--- config.mk ---
export PLATFORM = sky130hd
export DESIGN_NAME = usb_tx_serializer
export DESIGN_NICKNAME = d
export VERILOG_FILES = /design/src/rtl/usb_tx_serializer.sv
export SDC_FILE = /design/constraint.sdc
export NUM_CORES = 1
export LEC_CHECK = 0
export CORE_MARGIN = 1
export CORE_UTILIZATION = 50
export DETAILED_ROUTE_END_ITERATION = 7
export PLACE_DENSITY = 0.7
export SYNTH_ARGS = -nofsm -noshare
export SYNTH_HDL_FRONTEND = slang
export SYNTH_SLANG_ARGS = --single-unit
--- constraint.sdc ---
create_clock -name clk -period 2.44 [get_ports clk]
set_input_delay 0.366 -clock clk [delete_from_list [all_inputs] [get_ports clk]]
set_output_delay 0.366 -clock clk [all_outputs]
set_load 0.05 [all_outputs]
--- src/rtl/usb_tx_serializer.sv ---
// USB full-speed TX line stage: byte serialiser with bit stuffing, NRZI
// encoding and SE0/SE0/J end-of-packet generation. All line activity is
// paced by the one-cycle bit-period strobe from the bit-timing counter.
module usb_tx_serializer #(
    parameter int DATA_W    = 8,
    parameter int STUFF_RUN = 6
) (
    input  logic              clk,
    input  logic              n_rst,
    input  logic              shift_strobe,
    input  logic              tx_valid,
    input  logic [DATA_W-1:0] tx_data,
    input  logic              tx_last,
    output logic              tx_ready,
    output logic              dplus_out,
    output logic              dminus_out,
    output logic              tx_busy,
    output logic              tx_error
);

    localparam int CNT_W = $clog2(STUFF_RUN + 1);
    localparam int IDX_W = $clog2(DATA_W + 1);

    // DATA/STUFF name the action taken on the next strobe; EOP1/EOP2/EOPJ
    // name the symbol currently on the line.
    typedef enum logic [2:0] {
        S_IDLE,
        S_DATA,
        S_STUFF,
        S_EOP1,
        S_EOP2,
        S_EOPJ
    } state_t;

    state_t             state, state_n;

    // Holding register (one byte of look-ahead)
    logic [DATA_W-1:0]  hold_data;
    logic               hold_last;
    logic               hold_full;
    logic               hold_acc;

    // Shifter: sh_data is pre-shifted so bit 0 is always the next bit out
    logic [DATA_W-1:0]  sh_data, sh_data_n;
    logic               sh_last, sh_last_n;
    logic [IDX_W-1:0]   sh_cnt, sh_cnt_n;
    logic               xfer;

    // Encoder state: line_k=1 means the NRZI level is currently K
    logic [CNT_W-1:0]   ones_cnt, ones_n;
    logic               line_k, line_k_n;
    logic               dp_n, dm_n;
    logic               busy_n;
    logic               err_n;

    // Data bit to push through the stuff/NRZI encoder this strobe
    logic               bit_en;
    logic               bit_val;

    // Consecutive-ones counter saturates at the stuff threshold
    function automatic logic [CNT_W-1:0] sat_inc(input logic [CNT_W-1:0] c);
        if (c == CNT_W'(STUFF_RUN))
            return c;
        else
            return c + CNT_W'(1);
    endfunction

    assign hold_acc = tx_valid && !hold_full;
    assign tx_ready = ~hold_full;

    // Next-state, shifter and line-level logic; only strobes advance anything
    always_comb begin
        state_n   = state;
        sh_data_n = sh_data;
        sh_last_n = sh_last;
        sh_cnt_n  = sh_cnt;
        ones_n    = ones_cnt;
        line_k_n  = line_k;
        dp_n      = dplus_out;
        dm_n      = dminus_out;
        busy_n    = tx_busy;
        err_n     = 1'b0;
        xfer      = 1'b0;
        bit_en    = 1'b0;
        bit_val   = 1'b0;

        if (shift_strobe) begin
            case (state)
                S_IDLE: begin
                    if (hold_full) begin
                        xfer      = 1'b1;
                        sh_data_n = hold_data >> 1;
                        sh_last_n = hold_last;
                        sh_cnt_n  = IDX_W'(1);
                        bit_en    = 1'b1;
                        bit_val   = hold_data[0];
                        busy_n    = 1'b1;
                    end
                end

                S_DATA: begin
                    if (sh_cnt == IDX_W'(DATA_W)) begin
                        // Current byte fully sent: end packet, chain next byte, or underrun
                        if (sh_last) begin
                            dp_n    = 1'b0;
                            dm_n    = 1'b0;
                            state_n = S_EOP1;
                        end else if (hold_full) begin
                            xfer      = 1'b1;
                            sh_data_n = hold_data >> 1;
                            sh_last_n = hold_last;
                            sh_cnt_n  = IDX_W'(1);
                            bit_en    = 1'b1;
                            bit_val   = hold_data[0];
                        end else begin
                            err_n   = 1'b1;
                            dp_n    = 1'b0;
                            dm_n    = 1'b0;
                            state_n = S_EOP1;
                        end
                    end else begin
                        sh_data_n = sh_data >> 1;
                        sh_cnt_n  = sh_cnt + IDX_W'(1);
                        bit_en    = 1'b1;
                        bit_val   = sh_data[0];
                    end
                end

                S_STUFF: begin
                    // Inserted zero: toggle the line, shifter position untouched
                    line_k_n = ~line_k;
                    ones_n   = '0;
                    dp_n     = ~line_k_n;
                    dm_n     = line_k_n;
                    state_n  = S_DATA;
                end

                S_EOP1: begin
                    state_n = S_EOP2;
                end

                S_EOP2: begin
                    dp_n    = 1'b1;
                    dm_n    = 1'b0;
                    state_n = S_EOPJ;
                end

                S_EOPJ: begin
                    busy_n   = 1'b0;
                    ones_n   = '0;
                    line_k_n = 1'b0;
                    state_n  = S_IDLE;
                end

                default: begin
                    state_n = S_IDLE;
                end
            endcase
        end

        // NRZI encode a data bit: 0 toggles, 1 holds and counts toward a stuff
        if (bit_en) begin
            if (bit_val) begin
                ones_n   = sat_inc(ones_cnt);
                line_k_n = line_k;
            end else begin
                ones_n   = '0;
                line_k_n = ~line_k;
            end
            dp_n    = ~line_k_n;
            dm_n    = line_k_n;
            state_n = (bit_val && (ones_n == CNT_W'(STUFF_RUN))) ? S_STUFF : S_DATA;
        end
    end

    // Control state and line outputs
    always_ff @(posedge clk or negedge n_rst) begin
        if (!n_rst) begin
            state      <= S_IDLE;
            hold_full  <= 1'b0;
            sh_cnt     <= '0;
            sh_last    <= 1'b0;
            ones_cnt   <= '0;
            line_k     <= 1'b0;
            dplus_out  <= 1'b1;
            dminus_out <= 1'b0;
            tx_busy    <= 1'b0;
            tx_error   <= 1'b0;
        end else begin
            state      <= state_n;
            hold_full  <= (hold_full && !xfer) || hold_acc;
            sh_cnt     <= sh_cnt_n;
            sh_last    <= sh_last_n;
            ones_cnt   <= ones_n;
            line_k     <= line_k_n;
            dplus_out  <= dp_n;
            dminus_out <= dm_n;
            tx_busy    <= busy_n;
            tx_error   <= err_n;
        end
    end

    // Byte storage; contents are qualified by hold_full / sh_cnt
    always_ff @(posedge clk) begin
        if (hold_acc) begin
            hold_data <= tx_data;
            hold_last <= tx_last;
        end
        sh_data <= sh_data_n;
    end

endmodule

==> impl_metrics.tcl <==
set metrics [dict create \
    synth_common_cells "17 x edfxtp_1, 17 x o21ai_0, 16 x dfrtp_1, 16 x nand2_1, 10 x inv_1" \
    seqPwrFrac_pct 40.7 \
    syn_nets 181 \
    cts_tree "yes" \
    min_path_type "in2async" \
    fmax_ghz 0.473 \
    drive_gt1_share_pct 10.9 \
    drc 0 \
    die_area_um2 3860 \
    core_area_um2 3390 \
    port_buffers 17 \
    synthArstFlopShare_pct 50.0 \
    register_area_um2 937 \
    path_depth 2 \
    p_switching_mw 0.997 \
    route.final.wire_length_mm 3.52 \
    ys_ff_latch 34 \
    timing.final.max_slew_violations 0 \
    drt-initial-drc-count 60 \
    power_frac_clock_pct 20.4 \
    grtUsageTotal_pct 20.6 \
    clock_skew_ns 0.0126 \
    start_util_pct 53.3 \
    place_ws_ns 0.317 \
    irDropWorstVdd_uv 649 \
    synth_ff_type "edfxtp_1" \
    multi_input_area_um2 781 \
    met1_usage_pct 28.0 \
    crit_path_cell_trace "inv_1, clkdlybuf4s50_1" \
    vias 1321 \
    cp.arrival_ns 1.75 \
    synthToLayoutAreaGrowth_pct 17.6 \
    cts_resized 0 \
    ys_types 48 \
    finalCritPeriodShare_pct 86.6 \
    leakagePower_nw 0.889 \
    syn_area_per_cell_um2 11.0 \
    cpMaxStageDelayCell "clkdlybuf4s50_1" \
    io_pins 18 \
    power_density_nw_per_um2 1220 \
    cpLargestDelayFamily "buffers and inverters" \
    grt_antenna_before_repair 0 \
    first_pass_iters 4 \
    use_met3_pct 5.70 \
    swShare_pct 38.5 \
    grt_overflow_total 0 \
    report.final.setup_viol 0 \
    r2r_cells 6 \
    clkTransAtPathRegs_ns 0.12 \
    syn_area_um2 1810 \
    setup_tns_ns 0 \
    rsz0062_at_grt "no" \
    die_w_um 62.1 \
    gr-max-usage-layer "met2" \
    ant_nets 0 \
    h-tree-depth 2 \
    yosys-top-cells-area "edfxtp_1 28%, dfrtp_1 22%, o21ai_0 4.7%" \
    gp_congestion 0.844 \
    drv_cap 0 \
    grt_pass1_vias 1333 \
    fillerInstances 268 \
    grt_max_degree 19 \
    cts_inserted_buffers 5 \
    grt_pass1_wl_mm 6.20 \
    rows 21 \
    path_max_fanout 7 \
    combPwrFrac_pct 38.9 \
    fin_nets 200 \
    syn_inst 164 \
    dp_hpwl_mm 2.35 \
    worstSetupPathType "reg2out" \
    postCtsHoldBufs 0 \
    min_period_ns 2.11 \
    cp-end-kind "primary output" \
    yosysTopAreaCell "edfxtp_1" \
    cp_slowest_stage_delay_ns 0.80 \
    fin_ws_ns 0.326 \
    wl_per_cell_um 15.3 \
    cts_max_path_buffers 2 \
    finalHoldViolCount 0 \
    start_kind "flip-flop" \
    synth_top_cell_area_share_pct 28.2 \
    ys_seq_area_share_pct 51.8 \
    clock-sinks 34 \
    path_buf_inv 2 \
    utilization_pct 62.8 \
    run_status "completed" \
    worstPathRequired_ns 2.07 \
    vias_per_cell 5.74 \
    fp.dieH_um 62.1 \
    cts_root_buf "clkbuf_4" \
    clock_latency_ns 0.35 \
    finalPower_mw 2.59 \
    synth_edf_count 17 \
    use_met2_pct 31.9 \
    worst_slew_pin_slew_ns 0.789 \
    n_antenna_cell 0 \
    p_int_mw 1.60 \
    worst_hold_slack_ns 0.455 \
    cts_setup_buffers 0 \
    max_slew_margin_pct 47.2 \
    synth_warnings 0 \
]
power by group through the flow:
stage          Combinational [mW]  Sequential, mW  Clock (mW)
5_1_grt                      1.12            1.09       0.562
4_1_cts                      1.01            1.05       0.539
3_3_place_gp                0.975            1.06           0
3_5_place_dp                 1.00            1.06           0
2_1_floorplan               0.778            1.03           0
6_report                     1.01            1.06       0.528
placed cells by master (no fill, tap or decap), types with 2 or more instances in the layout:
cell,synthesis,final
and4_1,2,2
clkbuf_4,0,5
a22o_1,3,3
dfrtp_1,16,16
nand2b_1,3,3
nand3_1,3,3
inv_1,10,10
nor4bb_1,3,3
ha_1,4,4
o21ai_0,17,17
or4_1,2,2
a21oi_1,4,4
nor2_1,4,4
mux2i_1,8,8
buf_4,1,5
edfxtp_1,17,17
clkdlybuf4s50_1,0,17
o22ai_1,2,2
bufinv_16,0,2
and3_1,4,4
o2bb2ai_1,2,2
nor2b_1,2,2
a21o_1,2,2
and2_1,3,3
o21a_1,2,2
nand2_1,16,16
a22oi_1,2,2
o221ai_1,2,2
o31ai_1,3,3
sequential cells by signal, summed over array words and instances, names as in the netlist, 3 cells and up:
name / count
ones_cnt: 3
sh_data: 8
sh_cnt: 4
hold_data: 8
state: 3
logic make-up (layout without fill, tap and decap cells):
logic type	Yosys count	count (layout)	synth area share, %
simple gates	50	50	17.7
mux	8	8	4.43
flops	34	34	51.8
compound gates	48	48	18.3
fa+ha+maj	4	4	2.77
buf+inv	20	40	4.98
area by class of cell:
| cell class | count | share of cell area (%) |
|---|---|---|
| clock buffer | 5 | 1.76 |
| clock inverter | 3 | 3.24 |
| inverter | 10 | 1.76 |
| multi-input combinational | 110 | 36.7 |
| sequential | 34 | 44.1 |
| tap | 46 | 2.71 |
| timing repair buffer | 22 | 9.76 |
metal layers:
| metal | wire [um] | part of all wire (%) |
|---|---|---|
| met1 | 1690 | 48 |
| met2 | 1640 | 47 |
| met3 | 134 | 3.8 |
| met4 | 55 | 1.6 |
| met5 | 0 | 0 |
metrics by stage:
| stage | area [um^2] | instances |
|---|---|---|
| 2_1_floorplan | 1810 | 164 |
| 3_5_place_dp | 2020 | 222 |
| 6_report | 2130 | 230 |
| 3_3_place_gp | 2020 | 222 |
| 4_1_cts | 2130 | 230 |
| 5_1_grt | 2130 | 230 |
final timing paths:
kind                            startpoint           to  slack (ns)
worst max-delay path             hold_full     tx_ready        0.33
worst min-delay path                 n_rst    sh_cnt[1]        0.45
worst max register to register   sh_cnt[0]    dplus_out        0.42
worst min register to register   hold_last      sh_last        0.53
max in group asynchronous            n_rst  ones_cnt[2]        1.48
min in group clk                 hold_last      sh_last        0.53
Note: power is estimated with default switching activity, not from simulation.
